[config.mk]
export PLATFORM = sky130hd
export DESIGN_NAME = traffic_phase_ctrl
export DESIGN_NICKNAME = d
export VERILOG_FILES = /design/src/rtl/traffic_pkg.sv /design/src/rtl/traffic_phase_timer.sv /design/src/rtl/traffic_phase_ctrl.sv
export SDC_FILE = /design/constraint.sdc
export NUM_CORES = 1
export LEC_CHECK = 0
export ABC_AREA = 1
export CORE_ASPECT_RATIO = 0.5
export CORE_UTILIZATION = 50
export CTS_BUF_LIST = sky130_fd_sc_hd__clkbuf_8
export CTS_CLUSTER_SIZE = 28
export DETAILED_ROUTE_END_ITERATION = 7
export PLACE_DENSITY_LB_ADDON = 0.08
export SYNTH_ARGS = -nofsm -noshare
export SYNTH_HDL_FRONTEND = slang
export SYNTH_HIERARCHICAL = 1
export SYNTH_SLANG_ARGS = --single-unit
export TNS_END_PERCENT = 1
[constraint.sdc]
create_clock -name clk -period 5.03 [get_ports clk]
set_input_delay 1.006 -clock clk [delete_from_list [all_inputs] [get_ports clk]]
set_output_delay 1.006 -clock clk [all_outputs]
set_load 0.1 [all_outputs]
[src/rtl/traffic_pkg.sv]
// traffic_pkg: shared mode/phase encodings and light bit positions for the phase controller
package traffic_pkg;
  typedef enum logic [1:0] {M_AUTO = 2'd0, M_MANUAL = 2'd1, M_CONFIG = 2'd2, M_FLASH = 2'd3} mode_e;
  typedef enum logic [1:0] {GREEN = 2'd0, YELLOW = 2'd1, ALLRED = 2'd2} phase_e;
  localparam int RED = 2;
  localparam int YEL = 1;
  localparam int GRN = 0;
endpackage

[src/rtl/traffic_phase_timer.sv]
// traffic_phase_timer: loadable down-counter paced by tick; done marks the final tick of a phase
module traffic_phase_timer #(
  parameter int TIME_W = 7,
  parameter int RST_VAL = 30
) (
  input  logic              clk,
  input  logic              reset,
  input  logic              tick,
  input  logic              load,
  input  logic [TIME_W-1:0] load_val,
  output logic [TIME_W-1:0] remaining,
  output logic              done
);
  assign done = tick && remaining == TIME_W'(1);
  always_ff @(posedge clk or posedge reset)
    if (reset) remaining <= TIME_W'(RST_VAL);
    else if (load) remaining <= load_val;
    else if (tick && remaining > TIME_W'(1)) remaining <= remaining - 1'b1;
endmodule

[src/rtl/traffic_phase_ctrl.sv]
// traffic_phase_ctrl: multi-approach traffic-light sequencer with auto, manual, config and flash modes
module traffic_phase_ctrl
  import traffic_pkg::*;
#(
  parameter int NUM_DIR = 2,
  parameter int TIME_W = 7,
  parameter int GREEN_DEF = 30,
  parameter int YELLOW_DEF = 3,
  parameter int ALL_RED_T = 1,
  parameter int TIME_MIN = 1,
  parameter int TIME_MAX = 99
) (
  input  logic                           clk,
  input  logic                           reset,
  input  logic                           tick,
  input  logic                           btn_mode,
  input  logic                           btn_config,
  input  logic                           btn_next,
  input  logic                           btn_inc,
  input  logic                           btn_dec,
  input  logic                           btn_confirm,
  output logic [3*NUM_DIR-1:0]           lights,
  output logic [$clog2(NUM_DIR)-1:0]     active_dir,
  output logic [TIME_W-1:0]              remaining,
  output logic [1:0]                     mode,
  output logic [$clog2(NUM_DIR+1)-1:0]   cfg_sel,
  output logic [TIME_W-1:0]              cfg_value
);
  localparam int DW = $clog2(NUM_DIR);
  localparam int SW = $clog2(NUM_DIR + 1);
  localparam logic [TIME_W-1:0] T_MIN = TIME_W'(TIME_MIN);
  localparam logic [TIME_W-1:0] T_MAX = TIME_W'(TIME_MAX);
  localparam logic [TIME_W-1:0] T_AR = TIME_W'(ALL_RED_T);
  localparam logic [DW-1:0] LAST = DW'(NUM_DIR - 1);
  mode_e mode_q, mode_d;
  phase_e phase_q, phase_d;
  logic [DW-1:0] dir_q, dir_d, dir_nx;
  logic [SW-1:0] sel_d;
  logic [TIME_W-1:0] val_d, yellow_q, yellow_d, load_val;
  logic [TIME_W-1:0] green_q [NUM_DIR];
  logic [TIME_W-1:0] green_d [NUM_DIR];
  logic flash_q, flash_d, load, done, drop;
  logic p_cfg, p_mode, p_conf, p_next, p_inc, p_dec;
  // one-hot winner of the button priority chain
  assign p_cfg = btn_config;
  assign p_mode = btn_mode & ~btn_config;
  assign p_conf = btn_confirm & ~btn_config & ~btn_mode;
  assign p_next = btn_next & ~(btn_config | btn_mode | btn_confirm);
  assign p_inc = btn_inc & ~(btn_config | btn_mode | btn_confirm | btn_next);
  assign p_dec = btn_dec & ~(btn_config | btn_mode | btn_confirm | btn_next | btn_inc);
  assign drop = (p_cfg && (mode_q == M_AUTO || mode_q == M_CONFIG)) || (p_mode && mode_q != M_CONFIG) ||
                (p_next && mode_q == M_MANUAL && phase_q == GREEN);
  assign dir_nx = dir_q == LAST ? '0 : dir_q + 1'b1;
  assign mode = mode_q;
  assign active_dir = dir_q;
  function automatic logic [TIME_W-1:0] stored(input logic [SW-1:0] s);
    stored = yellow_q;
    for (int i = 0; i < NUM_DIR; i++) if (s == SW'(i)) stored = green_q[i];
  endfunction
  traffic_phase_timer #(.TIME_W(TIME_W), .RST_VAL(GREEN_DEF)) u_timer (
    .clk(clk), .reset(reset), .tick(tick & ~drop), .load(load), .load_val(load_val),
    .remaining(remaining), .done(done)
  );
  always_comb begin
    mode_d = mode_q;
    phase_d = phase_q;
    dir_d = dir_q;
    flash_d = flash_q;
    sel_d = cfg_sel;
    val_d = cfg_value;
    yellow_d = yellow_q;
    green_d = green_q;
    load = 1'b0;
    load_val = '0;
    if (p_cfg && mode_q == M_AUTO) begin
      mode_d = M_CONFIG;
      sel_d = '0;
      val_d = green_q[0];
      load = 1'b1;
    end else if (p_cfg && mode_q == M_CONFIG) begin
      mode_d = M_AUTO;
      phase_d = GREEN;
      dir_d = '0;
      load = 1'b1;
      load_val = green_q[0];
    end else if (p_mode && mode_q == M_AUTO) begin
      mode_d = M_MANUAL;
      load = phase_q == GREEN;
    end else if (p_mode && mode_q == M_MANUAL) begin
      mode_d = M_FLASH;
      flash_d = 1'b1;
      load = 1'b1;
    end else if (p_mode && mode_q == M_FLASH) begin
      mode_d = M_AUTO;
      load = 1'b1;
      if (ALL_RED_T == 0) begin
        phase_d = GREEN;
        dir_d = '0;
        load_val = green_q[0];
      end else begin
        phase_d = ALLRED;
        dir_d = LAST;
        load_val = T_AR;
      end
    end else if (mode_q == M_CONFIG) begin
      if (p_conf) begin
        for (int i = 0; i < NUM_DIR; i++) if (cfg_sel == SW'(i)) green_d[i] = cfg_value;
        if (cfg_sel == SW'(NUM_DIR)) yellow_d = cfg_value;
      end else if (p_next) begin
        sel_d = cfg_sel == SW'(NUM_DIR) ? '0 : cfg_sel + 1'b1;
        val_d = stored(sel_d);
      end else if (p_inc) val_d = cfg_value < T_MAX ? cfg_value + 1'b1 : T_MAX;
      else if (p_dec) val_d = cfg_value > T_MIN ? cfg_value - 1'b1 : T_MIN;
    end else if (p_next && mode_q == M_MANUAL && phase_q == GREEN) begin
      phase_d = YELLOW;
      load = 1'b1;
      load_val = yellow_q;
    end else if (mode_q == M_FLASH) flash_d = flash_q ^ tick;
    else if (done) begin
      load = 1'b1;
      if (phase_q == GREEN) begin
        phase_d = YELLOW;
        load_val = yellow_q;
      end else if (phase_q == YELLOW && ALL_RED_T != 0) begin
        phase_d = ALLRED;
        load_val = T_AR;
      end else begin
        phase_d = GREEN;
        dir_d = dir_nx;
        load_val = mode_q == M_MANUAL ? '0 : green_q[dir_nx];
      end
    end
  end
  always_ff @(posedge clk or posedge reset)
    if (reset) begin
      mode_q <= M_AUTO;
      phase_q <= GREEN;
      dir_q <= '0;
      flash_q <= 1'b0;
      cfg_sel <= '0;
      cfg_value <= '0;
      yellow_q <= TIME_W'(YELLOW_DEF);
      for (int i = 0; i < NUM_DIR; i++) green_q[i] <= TIME_W'(GREEN_DEF);
    end else begin
      mode_q <= mode_d;
      phase_q <= phase_d;
      dir_q <= dir_d;
      flash_q <= flash_d;
      cfg_sel <= sel_d;
      cfg_value <= val_d;
      yellow_q <= yellow_d;
      green_q <= green_d;
    end
  always_comb begin
    lights = '0;
    for (int i = 0; i < NUM_DIR; i++)
      if (mode_q == M_FLASH) lights[3*i+YEL] = flash_q;
      else if (mode_q == M_CONFIG || phase_q == ALLRED || dir_q != DW'(i)) lights[3*i+RED] = 1'b1;
      else if (phase_q == GREEN) lights[3*i+GRN] = 1'b1;
      else lights[3*i+YEL] = 1'b1;
  end
endmodule

# == Word-level counts from Yosys, hierarchy flattened ==
# Index checks and enable logic that the tools add are counted.
# totals
wordCells,199
out_inout_bits,25
in_bits,9
reg_bits,43
# classes
reduce_logical,37
n_bitwise,25
n_addsub,5
eq_ne,26
n_mux,92
magnitude_cmp,4
# ops
cell,count
$mux W7,31
$mux W2,26
$mux W1,35
$reduce_and A8 Y1,3
$reduce_and A7 Y1,3
$ne A2 B2 Y1 const B,9
$gt A7 B1 Y1 const B,2
$sub A7 B1 Y7 const B,2
$ne A3 B3 Y1 const B,4
$not A1 Y1,12
$logic_and A1 B1 Y1,11
$reduce_and A9 Y1,1
$eq A2 B1 Y1 const B,4
$eq A2 B2 Y1 const B,4
$logic_not A2 Y1,4
$reduce_bool A2 Y1,4
$reduce_bool A4 Y1,2
$add A7 B1 Y7 const B,1
$and A1 B1 Y1,7
$eq A7 B1 Y1 const B,1
$lt A7 B7 Y1 const B,1
$logic_or A1 B1 Y1,6
$reduce_and A6 Y1,1
$reduce_bool A5 Y1,1
10 further kinds,14

# == Longest topological paths before layout ==
# Gate-level depths: netlist of run 1.
# logic_depth
ltp_word,20
depth_mapped,18
mapped_depth_nobuf,17

# == Hierarchy ==
# The synthesis of run 1 kept the hierarchy.
# modules_own_cells
mod,area_each_um2,seq_area_each_um2,instances,cells_each
traffic_phase_ctrl,2568.7,913.4,1,405
traffic_phase_timer,561.8,180.2,1,85

# == Worst setup path before layout of run 1 ==
# No wires, ideal clock.
# synth_timing
path_kind,flip-flop to output port
startpoint,"reg mode_q[0], in the netlist mode[0]"
endpoint,out lights[4]
t_required_ps,4024
t_arrival_ps,3297
path_buffers,0
path_stages_with_launch,9
setup_slack_ps,727
path_cell_list,dfrtp_1 inv_2 nand2_1 nand2_1 inv_1 nand2_1 nand2_1 inv_1 nor2_1
# synth_via
elab_chain_cells,5
elab_cells_between_ends,6
cone_classes,eq/ne: 2; mux: 2; reduce/logical: 2
# synth_rtl
element,line,source
from (decl),traffic_phase_ctrl.sv:35,"mode_e mode_q, mode_d;"
from (signal assigned),traffic_phase_ctrl.sv:145,mode_q <= mode_d;
$eq A2 B2 Y1,traffic_phase_ctrl.sv:158,else if (mode_q == M_CONFIG || phase_q == ALLRED || dir_q != DW'(i)) lights[3*i+RED] = 1'b1;
$logic_or A1 B1 Y1 (2 in a row),traffic_phase_ctrl.sv:158,
$mux W2,traffic_phase_ctrl.sv:158,
$mux W1 (*),traffic_phase_ctrl.sv:157,if (mode_q == M_FLASH) lights[3*i+YEL] = flash_q;
to (decl),traffic_phase_ctrl.sv:22,"output logic [3*NUM_DIR-1:0] lights,"
# Mark *: on every way between the ends. The rest lies on a longest branch, timed or not.

# == Worst setup path in the final report of run 1 ==
# layout_timing
startpoint,in btn_config
endpoint,reg u_timer.remaining[4]
# layout_via
elab_chain_cells,20
elab_cells_between_ends,41
cone_classes,mux: 19; bitwise: 8; reduce/logical: 14
# layout_rtl
element,line,source
from (decl),traffic_phase_ctrl.sv:17,"input logic btn_config,"
$or A1 B1 Y1 (2 in a row),traffic_phase_ctrl.sv:48,assign p_next = btn_next & ~(btn_config | btn_mode | btn_confirm);
$not A1 Y1,traffic_phase_ctrl.sv:48,
$and A1 B1 Y1,traffic_phase_ctrl.sv:48,
$logic_and A1 B1 Y1 (2 in a row),traffic_phase_ctrl.sv:52,(p_next && mode_q == M_MANUAL && phase_q == GREEN);
$logic_or A1 B1 Y1 (*),traffic_phase_ctrl.sv:51,assign drop = (p_cfg && (mode_q == M_AUTO || mode_q == M_CONFIG)) || (p_mode && mode_q != M_CONFIG) ||
$not A1 Y1 (*),traffic_phase_ctrl.sv:61,".clk(clk), .reset(reset), .tick(tick & ~drop), .load(load), .load_val(load_val),"
$and A1 B1 Y1 (*),traffic_phase_ctrl.sv:61,
$logic_and A1 B1 Y1 (*),traffic_phase_timer.sv:14,assign done = tick && remaining == TIME_W'(1);
via done,traffic_phase_ctrl.sv:42,"logic flash_q, flash_d, load, done, drop;"
(+3 left out),n/a,
$mux W1 (*),traffic_phase_ctrl.sv:105,end else if (mode_q == M_CONFIG) begin
$mux W1 (*),traffic_phase_ctrl.sv:93,end else if (p_mode && mode_q == M_FLASH) begin
$mux W1 (*),traffic_phase_ctrl.sv:89,end else if (p_mode && mode_q == M_MANUAL) begin
$mux W1 (*),traffic_phase_ctrl.sv:86,end else if (p_mode && mode_q == M_AUTO) begin
$mux W1 (*),traffic_phase_ctrl.sv:80,end else if (p_cfg && mode_q == M_CONFIG) begin
$mux W1 (*),traffic_phase_ctrl.sv:75,if (p_cfg && mode_q == M_AUTO) begin
via load,traffic_phase_ctrl.sv:42,
$mux W7 / $reduce_bool A2 Y1 (equally long branches),n/a,
to (signal assigned),traffic_phase_timer.sv:16,if (reset) remaining <= TIME_W'(RST_VAL);
to (signal assigned),traffic_phase_timer.sv:17,else if (load) remaining <= load_val;
to (signal assigned),traffic_phase_timer.sv:18,else if (tick && remaining > TIME_W'(1)) remaining <= remaining - 1'b1;
to (decl),traffic_phase_timer.sv:11,"output logic [TIME_W-1:0] remaining,"
# Mark *: on every way through the listed nets, which the timed path passes. The rest lies on a longest branch.
# A chain may end at the register's enable or synchronous reset.

==> metrics, run 1 <==
Reg clk slew, reported paths=about 90 ps; unrepaired setup endpoints after global routing=no; top-area cell type share of the netlist area=between 20% and 30%; sequential-to-total area share from yosys stat=34.93%; site row count=19; CTS root buffer=clkbuf_8; Congestion Overflow GR=0; DR vias=3,192; largest net degree at the start of global routing=37; CTS tree=yes; final setup violation count=0; H-tree depth=2; top post-synthesis cells by area=dfrtp_1 23%, nand2_1 21%, dfstp_2 12%; number of nets in the layout=between 500 and 600; top_reg_cell synth=dfrtp_1; CP arrival=just under 4000 ps; total global-route track usage=approximately 27%; most common cell after layout, fill and taps aside=nand2_1; CP peak stage delay=500 ps; Yosys Warn Count=6; Crit Path Category=primary input to register; die area=around 0.0066 mm^2; DRT antenna net count=0; Worst Path Required=between 5000 and 6000 ps; chip width=between 100 and 150 um; Slowest cell on crit path=clkdlybuf4s50_1; minimum clock period after layout=~3700 ps; Rel. slew slack=roughly 36%; Via density=between 5 and 6; vias in the first global route=between 2,000 and 3,000; Post-Place Cells=about 590; Initial Utilization=between 50% and 60%; Die Ht=about 58 um; synthesized area=around 0.0031 mm^2; f_max=~270 MHz; initial antenna violation count=0; Worst setup SP type=primary input; part of the cycle the worst path needs=between 70% and 80%; # resized after CTS=0; CP Capture Type=register; DR DRC count=0; Max Cap Viol=0; status=finished clean; core box area=between 0.005 and 0.006 mm^2; Max Buffers Root-to-Sink=2; Worst Hold Class=register to register; most frequent cells in the layout=173 x nand2_1, 48 x nor2_1, 47 x inv_1; setup bufs post-CTS=0; Post-Syn Area per Cell=6.389 um^2; worst-path cell chain=clkdlybuf4s50_1, nor2_1, nand3_1, nor2_2, nor2_1, inv_1, nor2_1, nand2_1, nand2_1, o32ai_1, nand2_1, inv_1, nand2_1, o21ai_0, nand2_1, nand2_1; hold_buf cts=0; CP max FO=14; Synth area leader=dfrtp_1; area grow syn2layout=15.59%; WL/cell=13.64 um; IO Pins=34; Cell variety after synth=35; Layout Cells excl Fill=about 600; Starting DRT DRC Count=between 300 and 400; synthesized flop and latch total=43; ant diodes=0; TritonRoute pass-1 iters=5; Hold Slack=between 400 and 500 ps; routability cong.=0.8856; first-pass GRT wire length=13,850 um; Hold Vio Cnt, Final=0; total wire length=slightly above 8000 um; CTS sink cnt=43; Final Max Tran Viols=0; final setup skew=between 5 and 6 ps; Worst path most repeated cell=nand2_1; layout cell share with drive strength beyond 1=around 8%; worst-margin pin slew=~960 ps; Final HPWL DP=6066 um; Post-synth EDFFs=0; # port buffers=33; total negative slack=0 ps; Cells after Synth=between 400 and 500; CTS Buf Count=5; Clock Latency Late Sink=300 ps; syn_nets=about 500; Async SR Flop Fraction=between 90% and 100%
## critical path, delay by kind of cell
family / cells / cell delay [ps]
and+or+nand+nor: 11 / 1710
buffers and inverters: 3 / 970
AOI/OAI and AO/OA: 2 / 270
## state kept, by name, indices dropped and copies added (netlist names)
register,flops
cfg_sel,2
active_dir,1
cfg_value,7
yellow_q,7
green_q,14
mode,2
u_timer/remaining,7
phase_q,2
flash_q,1
## routing by layer
metal / GRT usage (%) / share of wire [%] / up-vias
met3: 5.126 / 8.3 / 7
met2: 39.46 / 40 / 140
li1: - / - / 1650
met5: 0 / 0 / -
met4: 4.638 / 0.45 / 0
met1: 42.24 / 52 / 1395
## cells in the mapped netlist, types with 4 or more instances
master / n
nor2_1: 48
nand2_1: 173
inv_1: 47
o21ai_0: 45
a21oi_1: 19
inv_2: 5
dfstp_2: 14
dfrtp_1: 29
nand2_2: 4
nand4_1: 11
clkbuf_1: 9
ha_1: 5
nand3_1: 44
## worst paths after layout
kind / from / endpoint / slack (ps) / depth (start not counted)
max in group asynchronous: reset / yellow_q[0] / 3510 / 3
min: yellow_q[4] / yellow_q[4] / 490 / 2
max: btn_config / u_timer/remaining[4] / 1320 / 16
min reg2reg: yellow_q[4] / yellow_q[4] / 490 / 2
max reg2reg: mode[0] / u_timer/remaining[6] / 2270 / 15
min in group asynchronous: reset / u_timer/remaining[5] / 980 / 2
## stage by stage
step / utilization, % / instance area, um^2 / setup WS (ps)
after detailed placement: 60.94 / 3506 / 1054
after global placement: 60.94 / 3506 / 1205
after global routing: 62.90 / 3618 / 990.7
after CTS: 62.90 / 3618 / 1358
after floorplan: - / 3131 / 726.7
final: 62.90 / 3618 / 1319
## layout make-up
cell class	instances	area, um^2
Inverter	53	198.9
Tap cell	84	105.1
Timing Repair Buffer	35	345.3
Multi-Input combinational cell	379	1763
Fill cell	581	2135
Sequential cell	43	1094
Clock buffer	5	68.82
Clock inverter	3	43.79
## cell families after synthesis
family / synth area share [%]
buffers and inverters: 8.753
xor gates and xnor gates: 0.2798
DFF: 34.93
muxes: 0.9593
and+or+nand+nor: 39.37
adders and majority gates: 1.998
AOI/OAI and AO/OA: 13.71
Power of run 1 is left out: the tool's default activity adds up to more than one toggle a clock period on the data nets, which glitch-free logic cannot reach.
==> inputs of run 2 (changes only) <==
==> constraint.sdc (replaced) <==
create_clock -name clk -period 3.2 [get_ports clk]
set_input_delay 0.64 -clock clk [delete_from_list [all_inputs] [get_ports clk]]
set_output_delay 0.64 -clock clk [all_outputs]
set_load 0.1 [all_outputs]
==> metrics, run 2 (synthesis results as in run 1) <==
IO Pins=34 (unchanged); CTS sink cnt=43 (unchanged); final setup violation count=0 (unchanged); number of nets in the layout=534 (+0.56%); Crit Path Category=primary input to register; Worst setup SP type=primary input; largest net degree at the start of global routing=37 (unchanged); FF+latch area=0.001094 mm^2 (unchanged); routability cong.=0.9824 (+11%); status=finished clean; layout cell share with drive strength beyond 1=13.44% (+5.5 points); die area=0.006601 mm^2 (unchanged); total wire length=8334 um (+1.5%); CTS root buffer=clkbuf_8; # port buffers=33 (unchanged); CP arrival=3010 ps (-950 ps); first-pass GRT wire length=13,930 um (+0.60%); Finished Core Util=61.90% (-1.0 points); most common cell after layout, fill and taps aside=nand2_1; Final HPWL DP=6155 um (+1.5%); setup bufs post-CTS=0 (unchanged); H-tree depth=2 (unchanged); max reg flops=14 (unchanged); Reg clk slew, reported paths=90 ps (about the same); Fill cells=577 (-0.69%); worst-margin pin slew=630.9 ps (-332.9 ps); fin worst setup slack=438.8 ps (-880.7 ps); f_max=362.2 MHz; # resized after CTS=0 (unchanged); Top reg by flops=green_q; CTS Buf Count=5 (unchanged); DR vias=3,209 (+0.53%); Max Cap Viol=0 (unchanged); Clock Latency Late Sink=300 ps (about the same); ant diodes=0 (unchanged); Congestion Overflow GR=0 (unchanged); Die Ht=57.95 um (unchanged); Rel. slew slack=57.79% (+22 points); DR DRC count=0 (unchanged); CTS tree=yes; core box area=0.005753 mm^2 (unchanged); WL/cell=13.78 um (+1.0%); WHS Path Cells=2 (unchanged); unrepaired setup endpoints after global routing=no; area grow syn2layout=13.75%; Setup WS pre-CTS=140.6 ps (-913.3 ps); area of the multi-input gates=0.001773 mm^2 (+0.57%); initial antenna violation count=0 (unchanged); part of the cycle the worst path needs=a little under nine tenths; DRT antenna net count=0 (unchanged); Initial Utilization=54.41% (unchanged); site row count=19 (unchanged); minimum clock period after layout=about 2800 ps; Starting DRT DRC Count=414 (+12%); final setup skew=9.972 ps (+4.268 ps); hold_buf cts=0 (unchanged); vias in the first global route=2,792 (+1.0%); chip width=113.9 um (unchanged); CP Capture Type=register; Worst Reg-to-Reg Cells=17 (+2); Max Buffers Root-to-Sink=2 (unchanged); TritonRoute pass-1 iters=5 (unchanged); Worst Path Required=3440 ps (-1840 ps); placed cell area=0.003476 mm^2 (-0.86%); Design Area, Final=0.003561 mm^2 (-1.6%); Worst Hold Class=register to register; Final Max Tran Viols=0 (unchanged); most frequent cells in the layout=173 x nand2_1, 48 x inv_1, 46 x nor2_1; Hold Vio Cnt, Final=0 (unchanged); CP max FO=6 (-8); total global-route track usage=27.20% (+0.072 points); Via density=5.304 (about the same)
-- run 2: cell types whose count changed in the layout (fill, tap and decap cells not counted) --
cell / change
nor2_2: +1
nor2_1: -2
clkinv_4: -1
nor2_4: +1
inv_1: +1
clkinvlp_4: +1
bufinv_16: -1
buf_4: +28
clkdlybuf4s50_1: -25
-- run 2: path summary, 6_finish.rpt --
check                       startpoint                   end  slack, ps
setup / recovery            btn_config  u_timer/remaining[1]        440
hold / removal             yellow_q[4]           yellow_q[4]        490
setup reg to reg               mode[0]  u_timer/remaining[1]        640
hold reg to reg            yellow_q[4]           yellow_q[4]        490
max in group asynchronous        reset           green_q[11]       2050
min in group asynchronous        reset  u_timer/remaining[0]        600
-- run 2: stage by stage --
step	cells	hold slack, ps	TNS [ps]
after global placement	597	470.6	0
after detailed placement	597	475.1	0
after CTS	605	494.1	0
final	605	490.6	0
after global routing	605	538.3	0
after floorplan	490	440.5	-553.9
-- run 2: cell type report --
cell class	instances	share of cell area [%]
Clock inverter	3	0.4568
Tap cell	84	2.952
Inverter	53	5.587
Clock buffer	5	1.933
Timing Repair Buffer	38	8.573
Sequential cell	43	30.71
Multi-Input combinational cell	379	49.79
-- run 2: per-layer routing --
metal / routed length, um / GRT usage (%)
met3: 714 / 6.276
met1: 4200 / 41.75
met2: 3404 / 40.16
met5: 0 / 0
met4: 15 / 3.154
-- run 2: critical path: stages --
cell and delay, ps:
clkdlybuf4s50_1 560, nor2_1 100, nand3_1 120, nor2_2 70, nor2_1 230, inv_1 90
nor2_1 220, nand3_1 180, nand2_2 150, nand2_1 50, o21ai_0 60, nand2_1 60
a21oi_1 170, nand2_1 80, o21ai_0 80, nand2_1 70, nand2_1 60
Power of run 2 is left out for the same reason.
==> variant, RTL diff (settings of run 2) <==
`cfg_value` no longer has a reset.
--- a/src/rtl/traffic_phase_ctrl.sv
+++ b/src/rtl/traffic_phase_ctrl.sv
@@ -138,7 +138,6 @@
       dir_q <= '0;
       flash_q <= 1'b0;
       cfg_sel <= '0;
-      cfg_value <= '0;
       yellow_q <= TIME_W'(YELLOW_DEF);
       for (int i = 0; i < NUM_DIR; i++) green_q[i] <= TIME_W'(GREEN_DEF);
     end else begin
@@ -147,10 +146,13 @@
       dir_q <= dir_d;
       flash_q <= flash_d;
       cfg_sel <= sel_d;
-      cfg_value <= val_d;
       yellow_q <= yellow_d;
       green_q <= green_d;
     end
+
+  always_ff @(posedge clk) begin
+    cfg_value <= val_d;
+  end
   always_comb begin
     lights = '0;
     for (int i = 0; i < NUM_DIR; i++)
Function: changed (a bounded check fails within 4 cycles, from zero or initial values and one cycle with reset high).
==> variant against run 2 <==
  * Sequential cell count unchanged
  * Die area decreased by 0.39%
  * Count of clock-buffer cells in the layout increased by 1
  * Synthesized area decreased by 0.40%
  * Global-route usage increased by 1.2 points
  * Design area increased by 2.1%
  * Routed wire length increased by 0.59%
  * Setup slack got worse by 0.073 ns
  * First-iteration DRC count decreased by 24%
==> variant: results <==
export IMPL_grt_pass1_vias=2847
export IMPL_drt_iter0_drc=313
export IMPL_inv_count=54
export IMPL_num_multi_input_gates=371
export IMPL_hold_start="green_q[2]"
export IMPL_first_pass_iters=6
export IMPL_whs_endpoint="green_q[2]"
export IMPL_drt_total_wl_microns=8380
export IMPL_cp_arrival_ns=3.09
export IMPL_synth_xor_area_share_pct=0.843
export IMPL_core_area_sq_mm=0.00573
export IMPL_final_area_sq_mm=0.00363
export IMPL_wire_per_inst_microns=13.9
export IMPL_crit_fanout=5
export IMPL_layout_nets=533
export IMPL_synth_compound_area_share_pct=12.4
export IMPL_post_dp_hpwl_microns=6170
export IMPL_synth_edf_count=7
export IMPL_status="completed"
export IMPL_synth_seq_area_share_pct=36.2
export IMPL_buffers=44
export IMPL_preCtsSetupSlack_ns=0.0752
export IMPL_r2r_end="u_timer/remaining[3]"
export IMPL_fill_cells=576
export IMPL_worst_pin_slew_ns=0.591
export IMPL_grt_max_degree=30
export IMPL_async_reset_ff_share_pct=83.7
export IMPL_finalClockSkew_ns=0.00563
export IMPL_seq_share_pct=31.0
export IMPL_fin_hold_ws_ns=0.510
export IMPL_multi_input_area_sq_mm=0.00175
export IMPL_syn_nets=492
export IMPL_clock_buffers=6
export IMPL_syn_avg_cell_area_sq_um=6.52
export IMPL_buffer_area_share_pct=9.64
export IMPL_synthAdderAreaFrac_pct=2.01
==> variant: cell count changes after synthesis, moves of 4 or more <==
cell and delta:
a21oi_1 -8, dfrtp_1 -7, edfxtp_1 +7, clkbuf_1 -6, nand2_1 +6, nand4_1 -5, a41oi_1 +4, o21ai_0 -4
==> variant: how the worst max path moves through the flow <==
stage                from                   end  slack (ns)
6_report       btn_config  u_timer/remaining[3]        0.37
5_1_grt        btn_config  u_timer/remaining[3]        0.08
4_1_cts        btn_config  u_timer/remaining[6]        0.39
3_5_place_dp   btn_config  u_timer/remaining[6]        0.08
3_3_place_gp   btn_config  u_timer/remaining[6]        0.16
2_1_floorplan     mode[0]             lights[3]       -0.31
==> variant: worst max-delay path: stages <==
cell,delay (ns)
clkdlybuf4s50_1,0.49
inv_1,0.10
nand2_1,0.09
inv_1,0.08
a21oi_1,0.18
nand2_1,0.07
nor2_1,0.12
inv_1,0.07
nor2_1,0.22
nand2_1,0.10
nor3_2,0.19
buf_4,0.17
nand2_1,0.05
nand3_1,0.07
nand2_1,0.06
a21oi_1,0.13
nand2_1,0.09
nand2_1,0.07
nand2_1,0.05
nand2_1,0.05
==> variant: per-layer routing <==
| metal | vias up | share of wire (%) | global-route usage, % |
|---|---|---|---|
| met5 | - | 0 | 0 |
| met4 | 0 | 1.2 | 9.21 |
| met3 | 9 | 7.1 | 6.38 |
| met2 | 123 | 39 | 39.9 |
| met1 | 1444 | 52 | 42.9 |
| li1 | 1626 | - | - |
==> variant: power by group through the flow <==
stage | combinational, mW | sequential (mW) | clock, mW
floorplan | 1.42 | 1.61 | 0
finish | 2.43 | 1.15 | 0.388
global route | 2.65 | 1.19 | 0.424
CTS | 2.43 | 1.14 | 0.399
detailed placement | 2.42 | 1.15 | 0
global placement | 2.41 | 1.15 | 0
